### config.mk
export PLATFORM = sky130hd
export DESIGN_NAME = data_sram_bridge_flat
export DESIGN_NICKNAME = d
export VERILOG_FILES = /design/src/rtl/data_sram_bridge_pkg.sv /design/src/rtl/data_sram_bridge_if.sv /design/src/rtl/data_sram_bridge_mask.sv /design/src/rtl/data_sram_bridge.sv /design/src/flat_wrapper.sv
export SDC_FILE = /design/constraint.sdc
export NUM_CORES = 1
export LEC_CHECK = 0
export CAP_MARGIN = 25
export CORE_MARGIN = 10
export CORE_UTILIZATION = 41
export DETAILED_ROUTE_END_ITERATION = 12
export GPL_ROUTABILITY_DRIVEN = 1
export PLACE_DENSITY = 0.81
export SLEW_MARGIN = 20
export SYNTH_ARGS = -nofsm -noshare
export SYNTH_HDL_FRONTEND = slang
export SYNTH_SLANG_ARGS = --single-unit
### constraint.sdc
create_clock -name clk -period 1.69 [get_ports clk]
set_input_delay 0.2535 -clock clk [delete_from_list [all_inputs] [get_ports clk]]
set_output_delay 0.2535 -clock clk [all_outputs]
set_load 0.02 [all_outputs]
### src/rtl/data_sram_bridge_pkg.sv
// Shared encodings for the data-side SRAM bridge: access sizes and FSM states.
package data_sram_bridge_pkg;

  localparam logic [1:0] SIZE_B = 2'b00;
  localparam logic [1:0] SIZE_H = 2'b01;
  localparam logic [1:0] SIZE_W = 2'b10;

  typedef enum logic [1:0] {
    IDLE   = 2'b00,
    ACCESS = 2'b01,
    RESP   = 2'b10
  } state_t;

endpackage

### src/rtl/data_sram_bridge_if.sv
// Request/response bus between the mem stage (master) and the data SRAM bridge (slave).
interface data_sram_bridge_if;
  logic        data_req;
  logic        data_wr;
  logic [1:0]  data_size;
  logic [31:0] data_addr;
  logic [31:0] data_wdata;
  logic        data_addr_ok;
  logic        data_data_ok;
  logic [31:0] data_rdata;
  logic        addr_err;

  modport master (
    output data_req, data_wr, data_size, data_addr, data_wdata,
    input  data_addr_ok, data_data_ok, data_rdata, addr_err
  );

  modport slave (
    input  data_req, data_wr, data_size, data_addr, data_wdata,
    output data_addr_ok, data_data_ok, data_rdata, addr_err
  );
endinterface

### src/rtl/data_sram_bridge_mask.sv
// Combinational byte-lane mask and alignment check from access size and addr[1:0].
module byte_mask_gen
  import data_sram_bridge_pkg::*;
(
  input  logic [1:0] size,
  input  logic [1:0] addr_lo,
  output logic [3:0] mask,
  output logic       misaligned
);

  always_comb begin
    mask       = 4'b1111;
    misaligned = 1'b0;
    case (size)
      SIZE_B: mask = 4'b0001 << addr_lo;
      SIZE_H: begin
        mask       = addr_lo[1] ? 4'b1100 : 4'b0011;
        misaligned = addr_lo[0];
      end
      // word and the reserved encoding both take the full-word path
      default: begin
        mask       = 4'b1111;
        misaligned = (addr_lo != 2'b00);
      end
    endcase
  end

endmodule

### src/rtl/data_sram_bridge.sv
// Data-side bridge from the mem stage handshake bus to a single-port synchronous SRAM.
module data_sram_bridge
  import data_sram_bridge_pkg::*;
#(
  parameter int unsigned WAIT_STATES = 1
) (
  input  logic                clk,
  input  logic                rst,
  data_sram_bridge_if.slave   bus,
  output logic                sram_en,
  output logic [3:0]          sram_we,
  output logic [29:0]         sram_addr,
  output logic [31:0]         sram_wdata,
  input  logic [31:0]         sram_rdata
);

  state_t      state_q, state_d;
  logic [2:0]  wait_cnt_q;
  logic [29:0] addr_q;
  logic [31:0] wdata_q;
  logic [31:0] rdata_q;
  logic [3:0]  mask_q;
  logic        wr_q;
  logic        mis_q;
  logic [3:0]  mask_c;
  logic        mis_c;
  logic        accept;

  byte_mask_gen u_mask (
    .size       (bus.data_size),
    .addr_lo    (bus.data_addr[1:0]),
    .mask       (mask_c),
    .misaligned (mis_c)
  );

  // gated by rst so the combinational handshake is quiet while reset is held
  assign accept = rst && bus.data_req && (state_q == IDLE || state_q == RESP);

  always_ff @(posedge clk or negedge rst) begin
    if (!rst) begin
      state_q    <= IDLE;
      wait_cnt_q <= '0;
      addr_q     <= '0;
      wdata_q    <= '0;
      rdata_q    <= '0;
      mask_q     <= '0;
      wr_q       <= 1'b0;
      mis_q      <= 1'b0;
    end else begin
      state_q <= state_d;
      if (accept) begin
        wait_cnt_q <= 3'(WAIT_STATES);
        addr_q     <= bus.data_addr[31:2];
        wdata_q    <= bus.data_wdata;
        mask_q     <= mask_c;
        wr_q       <= bus.data_wr;
        mis_q      <= mis_c;
      end else if (state_q == ACCESS) begin
        if (wait_cnt_q != '0) begin
          wait_cnt_q <= wait_cnt_q - 3'd1;
        end else begin
          rdata_q <= (wr_q || mis_q) ? '0 : sram_rdata;
        end
      end
    end
  end

  always_comb begin
    state_d          = state_q;
    sram_en          = 1'b0;
    sram_we          = '0;
    bus.data_data_ok = 1'b0;
    bus.addr_err     = 1'b0;
    case (state_q)
      IDLE: begin
        if (accept) state_d = ACCESS;
      end
      ACCESS: begin
        sram_en = !mis_q;
        sram_we = (wr_q && !mis_q) ? mask_q : 4'b0000;
        if (wait_cnt_q == '0) state_d = RESP;
      end
      RESP: begin
        bus.data_data_ok = 1'b1;
        bus.addr_err     = mis_q;
        state_d          = accept ? ACCESS : IDLE;
      end
      default: state_d = IDLE;
    endcase
  end

  assign bus.data_addr_ok = accept;
  assign bus.data_rdata   = rdata_q;
  assign sram_addr        = addr_q;
  assign sram_wdata       = wdata_q;

endmodule

### src/flat_wrapper.sv
// flat-port wrapper written by rule: the top's interface ports become plain ports
module data_sram_bridge_flat import data_sram_bridge_pkg::*;
#(
  parameter int unsigned WAIT_STATES = 1
)
  (clk, rst, sram_en, sram_we, sram_addr, sram_wdata, sram_rdata, bus_data_req, bus_data_wr, bus_data_size, bus_data_addr, bus_data_wdata, bus_data_addr_ok, bus_data_data_ok, bus_data_rdata, bus_addr_err);
  data_sram_bridge_if bus_i ();
  input  logic clk;
  input  logic rst;
  output logic sram_en;
  output logic [3:0] sram_we;
  output logic [29:0] sram_addr;
  output logic [31:0] sram_wdata;
  input  logic [31:0] sram_rdata;
  input wire logic [$bits(bus_i.data_req)-1:0] bus_data_req;
  input wire logic [$bits(bus_i.data_wr)-1:0] bus_data_wr;
  input wire logic [$bits(bus_i.data_size)-1:0] bus_data_size;
  input wire logic [$bits(bus_i.data_addr)-1:0] bus_data_addr;
  input wire logic [$bits(bus_i.data_wdata)-1:0] bus_data_wdata;
  output wire logic [$bits(bus_i.data_addr_ok)-1:0] bus_data_addr_ok;
  output wire logic [$bits(bus_i.data_data_ok)-1:0] bus_data_data_ok;
  output wire logic [$bits(bus_i.data_rdata)-1:0] bus_data_rdata;
  output wire logic [$bits(bus_i.addr_err)-1:0] bus_addr_err;
  assign bus_i.data_req = bus_data_req;
  assign bus_i.data_wr = bus_data_wr;
  assign bus_i.data_size = bus_data_size;
  assign bus_i.data_addr = bus_data_addr;
  assign bus_i.data_wdata = bus_data_wdata;
  assign bus_data_addr_ok = bus_i.data_addr_ok;
  assign bus_data_data_ok = bus_i.data_data_ok;
  assign bus_data_rdata = bus_i.data_rdata;
  assign bus_addr_err = bus_i.addr_err;
  data_sram_bridge #(.WAIT_STATES(WAIT_STATES)) u_core (.clk(clk), .rst(rst), .bus(bus_i), .sram_en(sram_en), .sram_we(sram_we), .sram_addr(sram_addr), .sram_wdata(sram_wdata), .sram_rdata(sram_rdata));
endmodule
==> run_results.csv <==
group,metric,value,unit
floorplan,ioPinCount,204,
cts,h-tree-depth,3,
floorplan,initial_core_util,0.418,
finish,antenna_cells,0,
finish,drive_above_1_share,0.201,
finish,fill_cells,747,
power_and_ir_drop,leakage,3.08,nW
sta,setup_ws,8.10,ps
setup_path,crit_chain,"nor3b_4 > and3_1 > buf_6",
synth,seq_area_frac_synth,0.615,
synth,ys_async_sr_fraction,1.00,
finish,areaGrowthSynthToFinish,58.1,%
sta,rsz0062_at_grt,"true",
synth,synthFlopType,"dfrtp_1",
synth,synth_edf_count,0,
synth,synth_top_area_share,0.615,
setup_path,critical_path.top_delay_family,"simple AND/OR/NAND/NOR gates",
synth,synth_top_area_cell,"dfrtp_1",
floorplan,die_h,122,um
setup_path,critical-path-slowest-cell,"dfrtp_1",
floorplan,coreArea,10200,sq um
setup_path,crit_path_end_kind,"output port",
sta,hold_viol,0,
synth,yosysWarnings,0,
synth,synthCells,326,
detailed_routing,totalWireLength,12.3,mm
finish,nets,642,
cts,cts_made_buffers,9,
detailed_routing,ant_nets,0,
sta,fmax,595,MHz
setup_path,cp.required,1440,ps
global_routing,antenna_found_initial,0,
global_routing,grt_pass1_vias,3352,
detailed_routing,drc,0,
synth,synthMostInstantiatedCell,"dfrtp_1",
synth,ys_ff_latch,105,
finish,postLayoutCoreUtil,0.660,
placed_design,dp_hpwl,9.28,mm
min_path,hold_class,"primary input to flop",
min_path,hold_depth,3,
placed_design,gp_congestion,0.729,
sta,post-route-period-util,0.995,
global_routing,grt_pass1_wl,18.6,mm
synth,synth.avg_cell_area,13.1,sq um
power_and_ir_drop,vdd_drop_max,0.903,mV
global_routing,grt_use_total,0.159,
finish,multi_input_area,1520,sq um
setup_path,cp-start-kind,"flop",
power_and_ir_drop,power_density,1900,nW/um^2
sta,max-slew-margin-rel,0.621,
global_routing,grt_max_degree,106,
placed_design,place_ws,-106,ps
cts,clkTransAtPathRegs,100,ps
cts,clock-root-buffer,"clkbuf_8",
placed_design,portBuffers,203,
floorplan,num_rows,37,
detailed_routing,vias,3182,
detailed_routing,avgViaCountPerCell,4.69,
sta,finalClockSkew,8.55,ps
sta,finalSetupViolations,0,
sta,period_needed,1680,ps
sta,tns,0,ps
setup_path,path_class,"flop to output port",
synth,synthTopCellsByCount,"dfrtp_1, nand2_1, mux2_4",
cts,insertion_delay,370,ps
detailed_routing,highest_layer,"met4",
detailed_routing,wl_met2,6.25,mm
setup_path,max_stage_delay,420,ps
setup_path,cp_num_buf_inv,1,
synth,yosysUniqueCellTypes,25,
finish,layout.area.seq,2630,sq um
floorplan,dieWidth,122,um
detailed_routing,routedWlPerCell,18.1,um
cts,cts_tree,"yes",
setup_path,worstRegToRegCells,5,
detailed_routing,initialDrtViolationCount,145,
cts,clkSinkCount,105,
sta,tightest_slew,568,ps
detailed_routing,firstDrtPassIters,4,
cts,clock_path_buffers,2,
run_status,status,"finished clean",
job,drv_cap,0,
power_and_ir_drop,power,12.9,mW
setup_path,cp_data_arrival_time,1430,ps
setup_path,critPathMaxFanout,5,
sta,maxSlewViolCount,0,
detailed_routing,wl_met3,1.10,mm
synth,netlist_top_cells_area,"dfrtp_1, mux2_4, mux2_2",
floorplan,die_area,14900,sq um
synth,syn-cell-area,4270,sq um
setup_path,crit_cells,3,
synth,synthesis.nets,430,
global_routing,overflow,0,
detailed_routing,met1_length,4.75,mm
## power breakdown
part	internal (mW)	switching [mW]	total, mW	leakage [nW]
Combinational	3.58	3.19	6.78	1.69
Sequential	3.75	0.701	4.45	1.29
Clock	0.768	0.856	1.62	0.103
## metal layers
metal	GRT usage	up-vias
met4	0.0574	0
met3	0.0601	9
li1	-	1509
met2	0.268	114
met5	0	-
met1	0.182	1550
## state kept, by name, summed over array words and instances (netlist names)
register and flops:
u_core.sram_wdata 32, u_core.mask_q 4, u_core.sram_addr 30, u_core.wr_q 1
u_core.mis_q 1, u_core.wait_cnt_q 3, u_core.bus.data_rdata 32, u_core.state_q 2
## worst register-to-register path, stage by stage (launching register included)
cell and delay (ps):
dfrtp_1 370, buf_4 140, nand3b_4 130, buf_4 160
buf_12 220, mux2_2 390
## worst paths after layout
kind / from / endpoint / slack [ps]
setup / recovery: u_core.mis_q$_DFFE_PN0P_ / sram_we[3] / 8
hold / removal: sram_rdata[25] / u_core.bus.data_rdata[25]$_DFFE_PN0P_ / 420
setup reg to reg: u_core.state_q[0]$_DFFE_PN0P_ / u_core.sram_wdata[30]$_DFFE_PN0P_ / 170
hold reg to reg: u_core.bus.data_rdata[1]$_DFFE_PN0P_ / u_core.bus.data_rdata[1]$_DFFE_PN0P_ / 490
max in group asynchronous: rst / u_core.sram_wdata[1]$_DFFE_PN0P_ / 690
min in group asynchronous: rst / u_core.sram_addr[6]$_DFFE_PN0P_ / 550
## cell families after synthesis
logic type | synth area share
flip-flops | 0.615
AND/OR/NAND/NOR | 0.0893
multiplexers | 0.203
AO/OA/AOI/OAI | 0.0516
buffers and inverters | 0.0331
adder cells (fa/ha/maj) | 0.00586
XOR/XNOR | 0.00205
## what timing repair did
action	4_1_cts	5_1_grt
pin swaps	1	1
endpoints found under the setup margin	8	8
hold endpoints to repair	23	0
hold buffers	1	0
gates cloned	0	0
resized for setup	36	10
setup buffers	0	1
## metrics by stage
step / instance area [sq um] / hold WS (ps) / cells
after detailed placement: 6530 / 403 / 661
after floorplan: 4280 / -42.1 / 326
after CTS: 6730 / 411 / 678
after global placement: 6530 / 401 / 661
final: 6750 / 425 / 679
after global routing: 6750 / 424 / 679
## area by class of cell
| class | count | share of cell area |
|---|---|---|
| sequential | 105 | 0.389 |
| inverter | 6 | 0.00333 |
| timing repair buffer | 219 | 0.327 |
| clock inverter | 4 | 0.00760 |
| tap | 136 | 0.0252 |
| clock buffer | 12 | 0.0230 |
| multi-input combinational | 197 | 0.225 |
## cell usage in the layout, fill, tap and decap left out, drive strengths merged, types with 2 or more instances in the layout
| cell | count |
|---|---|
| clkdlybuf4s50 | 194 |
| dfrtp | 105 |
| nand2 | 70 |
| mux2 | 64 |
| o21ai | 36 |
| buf | 24 |
| clkbuf | 12 |
| inv | 6 |
| a21oi | 5 |
| and3 | 4 |
| nor2 | 4 |
| ha | 2 |
| nor3b | 2 |
| nand3b | 2 |
| or2 | 2 |
| clkinv | 2 |
(Power assumes the default switching activity.)
